## src/rtl/spell_mem_arbiter.sv

```systemverilog
// spell_mem_arbiter
//   Shares one spell_mem_dff-style memory between two requesters:
//   port 0 (core) and port 1 (loader/debug). A request is arbitrated in IDLE,
//   its payload is latched onto the mem_* bus, and select is held until the
//   memory reports data_ready (or the access times out). A one-cycle ack
//   (plus err and read data) is returned in RELEASE. RELEASE is also the
//   mandatory deselect cycle that lets the memory re-arm its latency counter.
//
// Parameters
//   FIXED_PRIO  0 = round-robin on ties, 1 = port 0 always wins ties
//   TIMEOUT     cycles in ACCESS without ready before an error ack (0 = never)
//
// Ports
//   clock, reset            rising-edge clock, asynchronous active-high reset
//   pN_req/addr/wdata/type/write   request N (0,1); held until pN_ack
//   pN_ack, pN_err          one-cycle completion pulse and its error flag
//   rdata                   read data in the ack cycle of a read, else 0
//   mem_select/addr/data_in/type/write   memory request bus (latched)
//   mem_data_out, mem_data_ready         memory response
//   busy                    arbiter not idle
//   timeout_flag            sticky, set by any timeout, cleared by reset
module spell_mem_arbiter #(
    parameter int FIXED_PRIO = 0,
    parameter int TIMEOUT    = 15
) (
    input  logic       clock,
    input  logic       reset,
    input  logic       p0_req,
    input  logic [7:0] p0_addr,
    input  logic [7:0] p0_wdata,
    input  logic [1:0] p0_type,
    input  logic       p0_write,
    output logic       p0_ack,
    output logic       p0_err,
    input  logic       p1_req,
    input  logic [7:0] p1_addr,
    input  logic [7:0] p1_wdata,
    input  logic [1:0] p1_type,
    input  logic       p1_write,
    output logic       p1_ack,
    output logic       p1_err,
    output logic [7:0] rdata,
    output logic       mem_select,
    output logic [7:0] mem_addr,
    output logic [7:0] mem_data_in,
    output logic [1:0] mem_type,
    output logic       mem_write,
    input  logic [7:0] mem_data_out,
    input  logic       mem_data_ready,
    output logic       busy,
    output logic       timeout_flag
);

    // Memory type encodings understood by the memory; anything else is rejected.
    localparam logic [1:0] MEM_TYPE_DATA = 2'b00;
    localparam logic [1:0] MEM_TYPE_CODE = 2'b01;

    localparam logic [1:0] ST_IDLE    = 2'd0;
    localparam logic [1:0] ST_ACCESS  = 2'd1;
    localparam logic [1:0] ST_RELEASE = 2'd2;
    localparam logic [1:0] ST_ERRACK  = 2'd3;

    localparam logic [7:0] TIMEOUT_CNT = TIMEOUT[7:0];
    localparam logic       USE_FIXED   = (FIXED_PRIO != 0);
    localparam logic       USE_TIMEOUT = (TIMEOUT != 0);

    logic [1:0] state;
    logic       gnt;        // port owning the current transaction
    logic       last_gnt;   // port granted most recently (round-robin pointer)
    logic [7:0] timer;

    logic       grant_p1;
    logic [7:0] sel_addr;
    logic [7:0] sel_wdata;
    logic [1:0] sel_type;
    logic       sel_write;
    logic       type_ok;
    logic       timed_out;

    // Tie-break: fixed priority picks port 0; round-robin picks the port not
    // granted last. last_gnt resets to 1 so port 0 wins the first tie.
    always_comb begin
        grant_p1 = p1_req;
        if (p0_req && p1_req)
            grant_p1 = USE_FIXED ? 1'b0 : ~last_gnt;
    end

    always_comb begin
        sel_addr  = grant_p1 ? p1_addr  : p0_addr;
        sel_wdata = grant_p1 ? p1_wdata : p0_wdata;
        sel_type  = grant_p1 ? p1_type  : p0_type;
        sel_write = grant_p1 ? p1_write : p0_write;
        type_ok   = (sel_type == MEM_TYPE_DATA) || (sel_type == MEM_TYPE_CODE);
        timed_out = USE_TIMEOUT && (timer == TIMEOUT_CNT);
    end

    assign mem_select = (state == ST_ACCESS);
    assign busy       = (state != ST_IDLE);

    always_ff @(posedge clock or posedge reset) begin
        if (reset) begin
            state        <= ST_IDLE;
            gnt          <= 1'b0;
            last_gnt     <= 1'b1;
            timer        <= 8'd0;
            p0_ack       <= 1'b0;
            p0_err       <= 1'b0;
            p1_ack       <= 1'b0;
            p1_err       <= 1'b0;
            rdata        <= 8'd0;
            mem_addr     <= 8'd0;
            mem_data_in  <= 8'd0;
            mem_type     <= 2'd0;
            mem_write    <= 1'b0;
            timeout_flag <= 1'b0;
        end else begin
            // ack/err/rdata are single-cycle pulses; they are only set on the
            // transition into RELEASE.
            p0_ack <= 1'b0;
            p0_err <= 1'b0;
            p1_ack <= 1'b0;
            p1_err <= 1'b0;
            rdata  <= 8'd0;
            case (state)
                ST_IDLE: begin
                    if (p0_req || p1_req) begin
                        gnt         <= grant_p1;
                        mem_addr    <= sel_addr;
                        mem_data_in <= sel_wdata;
                        mem_type    <= sel_type;
                        mem_write   <= sel_write;
                        state       <= type_ok ? ST_ACCESS : ST_ERRACK;
                    end
                end
                ST_ACCESS: begin
                    if (timer != 8'hFF)
                        timer <= timer + 8'd1;
                    // Ready takes precedence over a timeout in the same cycle.
                    if (mem_data_ready) begin
                        p0_ack <= ~gnt;
                        p1_ack <= gnt;
                        rdata  <= mem_write ? 8'd0 : mem_data_out;
                        state  <= ST_RELEASE;
                    end else if (timed_out) begin
                        p0_ack       <= ~gnt;
                        p1_ack       <= gnt;
                        p0_err       <= ~gnt;
                        p1_err       <= gnt;
                        timeout_flag <= 1'b1;
                        state        <= ST_RELEASE;
                    end
                end
                ST_ERRACK: begin
                    // Bad type: the memory is never selected. The error ack is
                    // issued through RELEASE like every other completion, so the
                    // ack cycle always precedes IDLE and a requester dropping req
                    // after its ack is never mistaken for a new request.
                    p0_ack <= ~gnt;
                    p1_ack <= gnt;
                    p0_err <= ~gnt;
                    p1_err <= gnt;
                    state  <= ST_RELEASE;
                end
                default: begin // ST_RELEASE: deselect cycle
                    last_gnt <= gnt;
                    timer    <= 8'd0;
                    state    <= ST_IDLE;
                end
            endcase
        end
    end

endmodule

```

## config.mk

```make
export PLATFORM = sky130hd
export DESIGN_NAME = spell_mem_arbiter
export DESIGN_NICKNAME = d
export VERILOG_FILES = /design/src/rtl/spell_mem_arbiter.sv
export SDC_FILE = /design/constraint.sdc
export NUM_CORES = 1
export LEC_CHECK = 0
export BUFFER_PORTS_ARGS = -buffer_cell sky130_fd_sc_hd__buf_2
export CAP_MARGIN = 20
export CORE_MARGIN = 8
export CORE_UTILIZATION = 40
export DETAILED_ROUTE_END_ITERATION = 8
export PLACE_DENSITY_LB_ADDON = 0.12
export SLEW_MARGIN = 20
export SYNTH_ARGS = -nofsm -noshare
export SYNTH_HDL_FRONTEND = slang
export SYNTH_SLANG_ARGS = --single-unit
```

## constraint.sdc

```tcl
create_clock -name clock -period 3.6 [get_ports clock]
set_input_delay 0.72 -clock clock [delete_from_list [all_inputs] [get_ports clock]]
set_output_delay 0.72 -clock clock [all_outputs]
set_load 0.02 [all_outputs]
```

==> key figures <==
CTS
  • Number of gates resized after cts: 0
  • Longest Clk Path Bufs: 2
  • Skew-Pair Late Insertion Delay: 0.29 ns
  • # clock sinks: 44
  • Postcts setup bufs: 0
  • H-tree Lvls: 2
  • Reg clk slew, reported paths: 0.07 ns
  • Post-CTS Hold Fix Bufs: 0
  • Total CTS buffers: 5
  • TritonCTS clock tree: yes
  • Root Buffer: clkbuf_8

Floorplanning
  • Core Rows: 26
  • Die H: 87.1 um
  • Die Width: between 80 and 90 um
  • Core area: 0.00498 sq mm
  • Ports: 85
  • Initial Util: 0.406
  • Die area: 0.00758 sq mm

Power and ir drop
  • Pleak: 1.37 nW
  • Tot Pwr: 1.83 mW
  • Peak supply drop: ~270 uV
  • PwrDens: 704 mW/mm^2

Logic synthesis
  • Netlist cell types: 35
  • Synth warn: 0
  • Cells after Synth: 186
  • Cell Area, Synth: 0.00202 sq mm
  • Post-synthesis sequential area ratio: 0.546
  • Synth Register Bits: 44
  • Avg Cell Area, Syn: 10.9 sq um
  • Mapped Nets: 242

Timing
  • Final hold vios: 0
  • Slew Viols, Final: 0
  • Endpoints failing setup: 0
  • Fin crit share: 0.617
  • Worst slew pin tran: 0.729 ns
  • Setup TNS: 0 ns
  • Max Clock Freq: 450 MHz
  • Clock skew: 0.00645 ns
  • Final min period: between 2 and 2.5 ns
  • Slew headroom: 0.511
  • RSZ-0062 raised after global routing: false
  • Worst Setup Slack, final: 1.38 ns

Worst hold path
  • Hold crit path type: in2async

Routing
  • DR vias: ~1600
  • Detailed Route WL: roughly 4800 um
  • Via/cell ratio: 4.71
  • # DRC: 0
  • Drt first-iter violations: 32
  • Post-route ant nets: 0
  • Drt first pass iters: 4
  • WL/cell: 13.9 um

Critical path
  • WS Path Type: reg2out
  • Startpoint Class: flop
  • Crit path required time: 2.88 ns
  • Crit path capture type: output port
  • Crit-path max FO: 14
  • Critical path arrival: about 1.5 ns

Cells and area
  • Footprint of the multi-input gates: 872 sq um
  • Register area: 0.00110 sq mm
  • Final Cell Area: 0.00261 sq mm
  • Commonest non-fill, non-tap cell in the layout: buf_2
  • Ratio of cells with drive above 1 in the final layout: 0.369
  • Layout fillers: roughly 500
  • Final non-filler cell total: between 300 and 400
  • Most frequent cells in the layout: buf_2, dfrtp_1, nand2_1
  • Area Growth Syn to Fin: 29.0%
  • Final nets: 329
  • N_diodes: 0

Run
  • MaxCap Viol Count: 0

GRT
  • Grt ovf: 0
  • Largest net degree at the start of global routing: 41
  • Overall Global Routing Usage: 0.133
  • Initial antenna violation count: 0
  • Number of global-route vias before repair: 1667
  • First-pass GRT wire length: around 8000 um

Placement
  • Placed cell count: 336
  • DP Worst Slack: 1.49 ns
  • Gpl congestion: between 0.7 and 0.8
  • # port buffers: 84
  • Area after DPL: 0.00252 sq mm
  • Final HPWL from detailed placement: 3840 um

Status
  • Status: completed
-- power by group --
group / total [mW] / leakage, nW / internal, mW / switching [mW]
clock network: 0.291 / 0.0422 / 0.136 / 0.155
registers: 0.742 / 0.572 / 0.656 / 0.0860
logic: 0.800 / 0.759 / 0.283 / 0.517
-- path summary, 6_finish.rpt --
check / start / to / slack [ns] / cells after the start
worst max-delay path: state[1] / mem_select / 1.38 / 3
worst min-delay path: reset / rdata[6] / 0.45 / 2
worst max register to register: state[1] / timer[0] / 1.67 / 5
worst min register to register: timeout_flag / timeout_flag / 0.46 / 1
max in group asynchronous: reset / last_gnt / 2.39 / 3
min in group clock: timeout_flag / timeout_flag / 0.46 / 1
-- layer usage --
metal  vias up  wire [um]  global-route usage
li1        818          -                   -
met1       747       1960               0.148
met2        48       2310               0.220
met3         7        442              0.0594
met4         0         63              0.0469
met5         -          0                   0
-- state kept, by name, summed over array words and instances, names as in the netlist --
signal and count:
gnt 1, last_gnt 1, mem_addr 8, mem_data_in 8, mem_type 2, mem_write 1
p0_ack 1, p0_err 1, p1_ack 1, p1_err 1, rdata 8, state 2
timeout_flag 1, timer 8
-- synth_stat cells --
cell type,n,area share
a31oi_1,1,0.0031
nand4b_1,1,0.0043
nor2b_1,5,0.015
or4b_4,1,0.0068
nor3_4,1,0.0081
nor3_1,1,0.0025
nand4_1,2,0.0062
o21bai_1,1,0.0037
xor2_1,2,0.0087
o2bb2ai_1,1,0.0043
nand3b_1,1,0.0037
a21o_1,1,0.0037
o21ai_0,24,0.059
clkbuf_1,5,0.0093
a22o_1,1,0.0043
nand2_1,27,0.050
and2_1,9,0.028
a21oi_1,4,0.0099
o31ai_1,3,0.011
inv_1,5,0.0093
buf_4,2,0.0074
mux2_2,2,0.011
nand2b_1,1,0.0031
a21boi_0,1,0.0037
and3_1,2,0.0062
nor2_1,7,0.013
nand3_1,1,0.0025
dfrtp_1,43,0.53
mux2i_1,19,0.094
o32ai_2,1,0.0081
dfstp_2,1,0.013
o211ai_1,2,0.0074
mux2_1,1,0.0056
and4_1,2,0.0087
ha_1,5,0.031
-- critical path, cell delays in order, from the launching register on --
cell     delay (ns)
dfrtp_1        0.42
inv_1          0.09
ha_1           0.44
buf_2          0.25
-- stage by stage --
step | utilization | hold slack, ns
finish | 0.523 | 0.453
global route | 0.523 | 0.481
CTS | 0.523 | 0.460
detailed placement | 0.507 | 0.447
global placement | 0.507 | 0.443
floorplan | - | 0.468
-- cell families (layout without fill, tap and decap cells) --
family	after synthesis	count (layout)	synth area share
DFF	44	44	0.546
xor gates and xnor gates	2	2	0.00868
buffers and inverters	12	100	0.0260
muxes	22	22	0.111
and+or+nand+nor	61	61	0.159
adders and majority gates	5	5	0.0310
AOI/OAI and AO/OA	40	40	0.119
-- final cells by class --
type                       instances  share of cell area
clock inverter                     1             0.00192
clock buffer                       7              0.0293
tap                               70              0.0336
sequential                        44               0.423
inverter                           5             0.00720
multi-input combinational        130               0.335
timing repair buffer              87               0.170
No activity file was read; power rests on OpenSTA's default activity.
